$ cat src/rtl/seq_serializer.sv
// rtl/seq_serializer.sv - parallel-to-serial front end feeding the sequence detector bit input
module seq_serializer #(
    parameter int WIDTH     = 8,
    parameter int GAP       = 0,
    parameter int IDLE_BIT  = 1,
    parameter int MSB_FIRST = 1
) (
    input  logic             clk,
    input  logic             rst,
    input  logic [WIDTH-1:0] din,
    input  logic             din_valid,
    output logic             din_ready,
    output logic             x,
    output logic             x_valid,
    output logic             busy,
    output logic             frame_done
);

    localparam int              CW       = $clog2(WIDTH);
    localparam logic [CW-1:0]   LAST     = CW'(WIDTH - 1);
    localparam logic [CW-1:0]   PRELAST  = CW'(WIDTH - 2);
    localparam logic [7:0]      GAP_LEN  = 8'(GAP);
    localparam logic            IDLE_LVL = 1'(IDLE_BIT);

    typedef enum logic [1:0] {
        S_IDLE,
        S_SHIFT,
        S_GAP
    } state_t;

    state_t           state;
    logic [WIDTH-1:0] shreg;
    logic [CW-1:0]    bit_cnt;
    logic [7:0]       gap_cnt;

    logic             last_bit;
    logic             take;
    logic             first_bit;
    logic             next_bit;
    logic [WIDTH-1:0] din_rest;
    logic [WIDTH-1:0] shreg_rest;

    assign last_bit  = (state == S_SHIFT) && (bit_cnt == LAST);
    // Back-to-back reload is only offered on the last bit when no gap follows.
    assign din_ready = !rst && ((state == S_IDLE) || (last_bit && (GAP == 0)));
    assign take      = din_valid && din_ready;
    assign busy      = (state != S_IDLE);

    assign first_bit  = (MSB_FIRST != 0) ? din[WIDTH-1]   : din[0];
    assign next_bit   = (MSB_FIRST != 0) ? shreg[WIDTH-1] : shreg[0];
    assign din_rest   = (MSB_FIRST != 0) ? (din << 1)     : (din >> 1);
    assign shreg_rest = (MSB_FIRST != 0) ? (shreg << 1)   : (shreg >> 1);

    always_ff @(posedge clk) begin
        if (rst) begin
            state      <= S_IDLE;
            shreg      <= '0;
            bit_cnt    <= '0;
            gap_cnt    <= '0;
            x          <= IDLE_LVL;
            x_valid    <= 1'b0;
            frame_done <= 1'b0;
        end else begin
            frame_done <= 1'b0;
            if (take) begin
                // First bit goes straight to x; the rest wait in shreg.
                state   <= S_SHIFT;
                x       <= first_bit;
                x_valid <= 1'b1;
                shreg   <= din_rest;
                bit_cnt <= '0;
            end else begin
                case (state)
                    S_IDLE: begin
                        x       <= IDLE_LVL;
                        x_valid <= 1'b0;
                    end
                    S_SHIFT: begin
                        if (bit_cnt != LAST) begin
                            x          <= next_bit;
                            shreg      <= shreg_rest;
                            bit_cnt    <= bit_cnt + 1'b1;
                            frame_done <= (bit_cnt == PRELAST);
                        end else begin
                            x       <= IDLE_LVL;
                            x_valid <= 1'b0;
                            bit_cnt <= '0;
                            if (GAP == 0) begin
                                state <= S_IDLE;
                            end else begin
                                state   <= S_GAP;
                                gap_cnt <= GAP_LEN;
                            end
                        end
                    end
                    S_GAP: begin
                        x       <= IDLE_LVL;
                        x_valid <= 1'b0;
                        if (gap_cnt <= 8'd1) begin
                            state   <= S_IDLE;
                            gap_cnt <= '0;
                        end else begin
                            gap_cnt <= gap_cnt - 8'd1;
                        end
                    end
                    default: begin
                        state   <= S_IDLE;
                        x       <= IDLE_LVL;
                        x_valid <= 1'b0;
                    end
                endcase
            end
        end
    end

endmodule

$ cat config.mk
export PLATFORM = sky130hd
export DESIGN_NAME = seq_serializer
export DESIGN_NICKNAME = d
export VERILOG_FILES = /design/src/rtl/seq_serializer.sv
export SDC_FILE = /design/constraint.sdc
export NUM_CORES = 1
export LEC_CHECK = 0
export ABC_AREA = 1
export BUFFER_PORTS_ARGS = -buffer_cell sky130_fd_sc_hd__buf_2
export CAP_MARGIN = 25
export CORE_MARGIN = 5
export CORE_UTILIZATION = 51
export CTS_CLUSTER_SIZE = 10
export DETAILED_ROUTE_END_ITERATION = 10
export GPL_TIMING_DRIVEN = 0
export PLACE_DENSITY = 0.78
export SYNTH_ARGS = -nofsm -noshare
export SYNTH_HDL_FRONTEND = slang
export SYNTH_SLANG_ARGS = --single-unit
$ cat constraint.sdc
create_clock -name clk -period 1.8 [get_ports clk]
set_clock_uncertainty 0.05 [all_clocks]
set_input_delay 0.18 -clock clk [delete_from_list [all_inputs] [get_ports clk]]
set_output_delay 0.18 -clock clk [all_outputs]
set_load 0.005 [all_outputs]
-- After elaboration in Yosys (flattened, before gate mapping)
Cells that the tools add are included.
- add/subtract/negate cells: 2
- order comparisons: 1
- eq/ne operators: 10
- mux-type cells: 15
- bitwise gates (word level): 4
- reduce and logical (&&, ||, !) cells: 15
- operators with widths (kind ; count):
    $mux W8 ; 4
    $ne A3 B3 Y1 const B ; 3
    $le A8 B1 Y1 const B ; 1
    $sub A8 B1 Y8 const B ; 1
    $mux W1 ; 7
    $eq A3 B3 Y1 const B ; 2
    $ne A2 B2 Y1 const B ; 3
    $pmux W2 S3 ; 1
    $reduce_and A3 Y1 ; 2
    $reduce_bool A2 Y1 ; 3
    $mux W2 ; 2
    $not A1 Y1 ; 4
    $reduce_and A2 Y1 ; 2
    $reduce_or A4 Y1 ; 1
    $add A3 B1 Y3 const B ; 1
    $logic_and A1 B1 Y1 ; 3
    $mux W3 ; 1
    $eq A2 B1 Y1 const B ; 1
    $eq A2 B2 Y1 const B ; 1
    $logic_not A2 Y1 ; 1
    $reduce_or A2 Y1 ; 1
    $logic_not A1 Y1 ; 1
    $logic_or A1 B1 Y1 ; 1
- bits in registers: 23
- input port bits: 11
- output and inout bits: 5
- word-level logic and storage cells: 55

-- Logic depth before layout (Yosys ltp)
Gate-level depths: netlist of the first run.
- word-level depth: 7
- depth in mapped cells: 8
- depth with buffers taken out: 8

-- Worst setup path after synthesis of the first run
No wires, ideal clock.
- kind: register to register
- start point: register bit_cnt[0]
- end point: register x
- library setup time: 0.120 ns
- arrival time: 1.201 ns
- data required time: 1.630 ns
- path slack: 0.429 ns
- stages on the path, launching flop included: 9
- path buffers: 0
- clock period less this slack: 1.371 ns
- cell sequence: dfxtp_1 ha_1 ha_1 inv_2 nand2_4 o21ai_4 inv_4 nor2_4 nand3_1
- cells in the longest elaborated chain, start to end: 6
- elaborated cells between the ends (all ways): 9
- those cells by class: eq/ne (2); mux (3); reduce/logical (4)
- RTL lines (item ; RTL line ; text):
    from (decl) ; 33 ; logic [CW-1:0] bit_cnt;
    from (signal assigned) ; 82 ; bit_cnt <= bit_cnt + 1'b1;
    $eq A3 B3 Y1 ; 43 ; assign last_bit = (state == S_SHIFT) && (bit_cnt == LAST);
    $logic_and A1 B1 Y1 ; 43 ;
    $logic_or A1 B1 Y1 ; 45 ; assign din_ready = !rst && ((state == S_IDLE) || (last_bit && (GAP == 0)));
    $logic_and A1 B1 Y1 ; 45 ;
    $logic_and A1 B1 Y1 ; 46 ; assign take = din_valid && din_ready;
    $mux W1 * ; 65 ; if (take) begin
    to (signal assigned) ; 68 ; x <= first_bit;
    to (signal assigned) ; 80 ; x <= next_bit;
    to (decl) ; 13 ; output logic x,
Mark *: on every way between the ends. The rest lies on a longest branch, timed or not.
A chain may end at the register's enable or synchronous reset.

-- Worst setup path after layout of the first run
- start point: register bit_cnt[0]
- end point: output port din_ready
- cells in the longest elaborated chain, start to end: 4
- RTL lines (item ; RTL line ; text):
    $eq A3 B3 Y1 ; 43 ;
    $logic_and A1 B1 Y1 ; 43 ;
    $logic_or A1 B1 Y1 ; 45 ;
    $logic_and A1 B1 Y1 ; 45 ;
    to (decl) ; 12 ; output logic din_ready,
No other way between the ends.

==> results of run 1 <==
## state kept, by name, indices dropped and copies added, names as in the netlist
signal / flops
x: 1
state: 1
bit_cnt: 3
shreg: 7
x_valid: 1
frame_done: 1
## worst paths after layout
path,startpoint,end,slack [ps],cells past startpoint
max,bit_cnt[0],din_ready,110,5
min,din[7],x,60,3
max reg2reg,bit_cnt[0],x,300,8
min reg2reg,x_valid,x_valid,420,1
## metal layers
metal | routed length [um] | vias to the layer above | share of wire (%) | global-route usage (%)
met5 | 0 | - | 0 | 0
met4 | 38 | 0 | 2.8 | 9.68
met3 | 49 | 5 | 3.6 | 4.51
met2 | 692 | 12 | 51 | 28.8
met1 | 590 | 283 | 43 | 16.6
li1 | - | 328 | - | -
## final cells by class
| class | instances | area [um^2] | area share (%) |
|---|---|---|---|
| plain buffers | 2 | 22.5 | 2.66 |
| clock buffers | 3 | 22.5 | 2.66 |
| inverters | 12 | 52.6 | 6.20 |
| multi-input cells | 65 | 380 | 44.9 |
| flip-flops and latches | 14 | 280 | 33.1 |
| well taps | 15 | 18.8 | 2.22 |
| repair buffers | 14 | 70.1 | 8.27 |
## where the power goes
part / leakage, nW / total, mW / internal [mW] / switching (mW)
registers: 0.114 / 0.331 / 0.323 / 0.00828
logic: 0.253 / 0.106 / 0.0422 / 0.0636
clock network: 0.0138 / 0.171 / 0.0775 / 0.0933
## worst reg2reg max path, cell delays in order (launching register included)
cell     delay (ps)
dfxtp_1         320
ha_1            200
ha_1            260
inv_2            90
nand2_4          80
o21ai_4         140
inv_4            60
nor2_4          110
nand3_1          80
## through the flow
| step | setup WS (ps) | area [um^2] | utilization (%) | power (mW) |
|---|---|---|---|---|
| floorplan | 429 | 736 | - | 0.414 |
| global placement | 327 | 825 | 61.8 | 0.442 |
| detailed placement | 291 | 825 | 61.8 | 0.446 |
| CTS | 93.7 | 847 | 63.5 | 0.615 |
| global route | 32.5 | 847 | 63.5 | 0.649 |
| finish | 111 | 847 | 63.5 | 0.608 |
## logic make-up (layout without fill, tap and decap cells)
family | after synthesis | after routing | share of synthesized area, %
fa+ha+maj | 3 | 3 | 5.10
simple gates | 56 | 56 | 39.6
buf+inv | 14 | 31 | 10.2
flops | 14 | 14 | 38.1
compound gates | 6 | 6 | 6.97
## cell usage in the layout, fill, tap and decap left out, drive strengths merged
master | synthesis | layout
nor2 | 26 | 26
nor3 | 1 | 1
a21oi | 4 | 4
ha | 3 | 3
o21a | 1 | 1
o21ai | 1 | 1
nand2 | 20 | 20
inv | 12 | 12
nand3 | 3 | 3
nand4 | 6 | 6
dfxtp | 14 | 14
buf | 2 | 16
clkbuf | 0 | 3
## synth_stat cells
master    n
nor2_1   20
nand2_1  17
dfxtp_1  14
inv_1     7
nand4_1   6
ha_1      3
inv_2     3
nand2_4   3
nand3_1   3
nor2_2    3
a21oi_1   2
a21oi_2   2
buf_6     2
nor2_4    2
inv_4     1
inv_6     1
nor2_8    1
nor3_1    1
o21a_1    1
o21ai_4   1
==> impl_metrics.csv, run 1 <==
group,metric,value,unit
grt,grt.overflow.total,0,
clocking,cts_resized,0,
critical_path,critPathArrivalTime,1460,ps
die,die-area,2300,um^2
timing,finalCritPeriodShare,93.9,%
route,drcViolationCount,0,
route,dr.pass1.iters,4,
finish,fill_cells,120,
route,viasPerCell,5.02,
die,fp-row-count,13,
yosys,yosysWarnings,0,
grt,grt_antenna_before_repair,0,
grt,grt_max_degree,11,
yosys,yosys.area.top_type_share,38.1,%
pwr,powerDensity,718,nW/um^2
job,drv_cap,0,
timing,rsz0062_at_grt,"false",
clocking,htree_num_levels,1,
clocking,post_cts_buffers,0,
timing,max_slew.worst_pin.slew,287,ps
route,via_count,628,
yosys,syn_inst,93,
clocking,worst_skew_pair.late_latency,280,ps
grt,grt_usage,16.2,%
clocking,cts.sinks,14,
die,core-area,1330,um^2
yosys,ys_seq_area_share,38.1,%
pwr,p_leak,0.381,nW
finish,fin_nets,126,
critical_path,crit_slowest_cell,"dfxtp_1",
critical_path,cp_data_required_time,1570,ps
finish,finalNonFillerCells,125,
yosys,synthTopCellsByArea,"dfxtp_1 38%, nor2_1 10%, nand2_1 8.7%",
min_path,min_path_type,"in -> reg",
route,wl,1370,um
timing,hold_viol_final,0,
timing,drv_slew,0,
clocking,max-clock-path-buffers,2,
route,wl_per_cell,11.0,um
yosys,synth_cell_type_count,20,
critical_path,cp_common_cell,"ha_1",
finish,diodes,0,
timing,slew_headroom,80.8,%
finish,drive_gt1_share,32.7,%
clocking,cts_root_buf,"clkbuf_4",
die,initial_core_util,55.2,%
clocking,numCtsBuffers,3,
yosys,postSynthRegisterBits,14,
grt,grt_first_pass_wirelength,2500,um
timing,setup_viol,0,
clocking,postCtsHoldBufs,0,
timing,fin_setup_tns,0,ps
yosys,syn_area_per_cell,7.91,um^2
critical_path,worst_setup_path_start_kind,"flop",
route,first_iter_violations,8,
critical_path,crit_type,"reg -> out",
yosys,synth_top_cell_by_area,"dfxtp_1",
critical_path,critPathTopFamily,"adder cells",
clocking,clk_pin_slew,80,ps
die,die_h,48.0,um
yosys,synth_area,736,um^2
finish,area_growth,15.1,%
critical_path,cp-end-kind,"output port",
timing,timing.hold.ws,58.7,ps
placement,portBuffers,14,
grt,grt_pass1_vias,608,
status,outcome,"completed",
placement,place.gp.congestion,0.722,
timing,fin_crit,1690,ps
pwr,ir_drop,0.455,mV
route,antenna_left,0,
die,die_w,48.0,um
die,design.portCount,16,
timing,clock.fmax,0.592,GHz
critical_path,crit_path_cell_trace,"ha_1 > ha_1 > nor2_8 > nor2_4 > buf_2",
critical_path,cp_max_fo,10,
critical_path,cp_slowest_stage_delay,320,ps
placement,detailed_place_hpwl,1070,um
clocking,cts_tree,"done",
yosys,syn_nets,107,
placement,placed_cells,122,
critical_path,crit_buf_inv,1,
No activity file was read; power rests on OpenSTA's default activity.
==> inputs of run 2 (changes only) <==
--- a/config.mk
+++ b/config.mk
@@ -10,9 +10,9 @@
 export CAP_MARGIN = 25
 export CORE_MARGIN = 5
-export CORE_UTILIZATION = 51
+export CORE_UTILIZATION = 30
 export CTS_CLUSTER_SIZE = 10
 export DETAILED_ROUTE_END_ITERATION = 10
 export GPL_TIMING_DRIVEN = 0
-export PLACE_DENSITY = 0.78
+export PLACE_DENSITY = 0.51
 export SYNTH_ARGS = -nofsm -noshare
 export SYNTH_HDL_FRONTEND = slang
==> constraint.sdc (replaced) <==
create_clock -name clk -period 1.8 [get_ports clk]
set_clock_uncertainty 0.05 [all_clocks]
set_input_delay 0.54 -clock clk [delete_from_list [all_inputs] [get_ports clk]]
set_output_delay 0.54 -clock clk [all_outputs]
set_load 0.005 [all_outputs]
==> impl_metrics.csv, run 2 (synthesis results as in run 1) <==
group,metric,value,unit
pwr,powerDensity,720,nW/um^2
pwr,combPwrFrac,16.7,%
pwr,seqPwrFrac,49.3,%
timing,timing.hold.ws,411,ps
timing,fin_setup_tns,-10.9,ps
critical_path,rrSetupSlack,330,ps
critical_path,cp_data_required_time,1210,ps
finish,diodes,0,
grt,grt_usage,9.76,%
critical_path,critPathArrivalTime,1220,ps
finish,finalNonFillerCells,145,
timing,fin_crit,1810,ps
timing,hold_viol_final,0,
timing,setup_viol,1,
clocking,cts_root_buf,"clkbuf_4",
clocking,cts.sinks,14,
clocking,htree_num_levels,1,
finish,area_growth,27.4,%
timing,rsz0062_at_grt,"true",
pwr,ir_drop,0.403,mV
clocking,max-clock-path-buffers,2,
finish,mostFrequentLayoutCells,"20 x nor2_1, 17 x nand2_1, 14 x buf_2",
finish,largest_reg_flops,7,
critical_path,cp-end-kind,"output port",
clocking,worst_skew_pair.late_latency,280,ps
critical_path,worst_setup_path_start_kind,"flop",
finish,fill_cells,251,
die,fp-row-count,18,
min_path,min_path_type,"in -> reg",
timing,slew_headroom,81.7,%
die,core-area,2410,um^2
grt,grt_antenna_before_repair,0,
grt,grt_max_degree,11,
route,wl,1470,um
route,drcViolationCount,0,
clocking,postCtsHoldBufs,0,
finish,drive_gt1_share,39.1,%
finish,top_register,"shreg",
pwr,p_leak,0.404,nW
timing,finalCritPeriodShare,101,%
finish,multi_input_area,405,um^2
placement,place.gp.congestion,0.705,
finish,regArea,283,um^2
timing,setup_slack,-10.9,ps
grt,grt.overflow.total,0,
placement,detailed_place_hpwl,1050,um
finish,final_common_cell,"nor2_1",
placement,placed_cells,137,
route,wl_per_cell,10.1,um
critical_path,cp_max_fo,2,
job,drv_cap,0,
pwr,p_int,0.494,mW
pwr,pwr-share-clk,34.0,%
timing,clock.fmax,0.552,GHz
route,via_count,620,
die,design.portCount,16,
status,failed_checks,"setup timing",
pwr,power,0.674,mW
timing,drv_slew,0,
timing,max_slew.worst_pin.slew,274,ps
finish,fin_nets,130,
die,die-area,3540,um^2
critical_path,crit_type,"reg -> out",
grt,grt_pass1_vias,572,
die,die_w,59.5,um
pwr,power_switching,0.180,mW
placement,portBuffers,14,
finish,reg_top3,"shreg x7, bit_cnt x3",
route,viasPerCell,4.28,
route,antenna_left,0,
pwr,swShare,26.7,%
grt,grt_first_pass_wirelength,2530,um
clocking,clk_pin_slew,90,ps
clocking,numCtsBuffers,3,
die,die_h,59.5,um
route,dr.pass1.iters,4,
route,first_iter_violations,10,
finish,utilization,38.9,%
status,outcome,"complete, but fails checks",
clocking,cts_tree,"done",
die,initial_core_util,30.5,%
## run 2: cell types whose count changed in the layout (fill, tap and decap cells not counted)
cell      before  now
buf_4          0    4
ha_1           3    1
dfxtp_2        0    2
dfxtp_1       14   12
ha_4           0    2
clkbuf_8       0    1
## run 2: final timing paths
path / to / from / depth (start not counted)
setup reg to reg: x / bit_cnt[1] / 9
setup / recovery: din_ready / bit_cnt[1] / 5
hold reg to reg: x_valid / x_valid / 1
hold / removal: x / din[7] / 3
## run 2: critical path, stage by stage, from the launching register on
cell and delay (ps):
dfxtp_2 350, ha_4 160, ha_4 170, nor2_8 100, nor2_4 50, buf_2 120
## run 2: final cells by class
type / instances / area share [%]
inverter: 12 / 5.61
buffer: 2 / 2.40
multi-input combinational: 65 / 43.3
sequential: 14 / 30.2
tap: 30 / 4.01
timing repair buffer: 18 / 10.7
clock buffer: 4 / 3.87
## run 2: power groups by stage
stage | Sequential [mW] | Clock [mW] | Combinational [mW]
6_report | 0.333 | 0.229 | 0.113
5_1_grt | 0.335 | 0.253 | 0.127
4_1_cts | 0.333 | 0.244 | 0.115
3_5_place_dp | 0.339 | 0 | 0.107
3_3_place_gp | 0.338 | 0 | 0.107
2_1_floorplan | 0.338 | 0 | 0.0760
## run 2: through the flow
| step | instance area (um^2) | setup WS, ps |
|---|---|---|
| 2_1_floorplan | 736 | 238 |
| 4_1_cts | 937 | -24.6 |
| 3_5_place_dp | 843 | 32.0 |
| 3_3_place_gp | 843 | 31.8 |
| 6_report | 937 | -10.9 |
| 5_1_grt | 937 | -67.0 |
## run 2: timing repair
action                     4_1_cts  5_1_grt
cloned                           0        0
setup buffers                    4        0
resized for setup                6        0
pin swaps                        3        0
setup endpoints to repair        1        1
## run 2: metal layers
metal  track usage [%]  share of wire (%)  vias up  wire length (um)
li1                  -                  -      338                 -
met1              12.3                 48      265               703
met2              14.8                 45       15               658
met3              4.58                6.7        2                99
met4              2.85               0.68        0                10
met5                 0                  0        -                 0
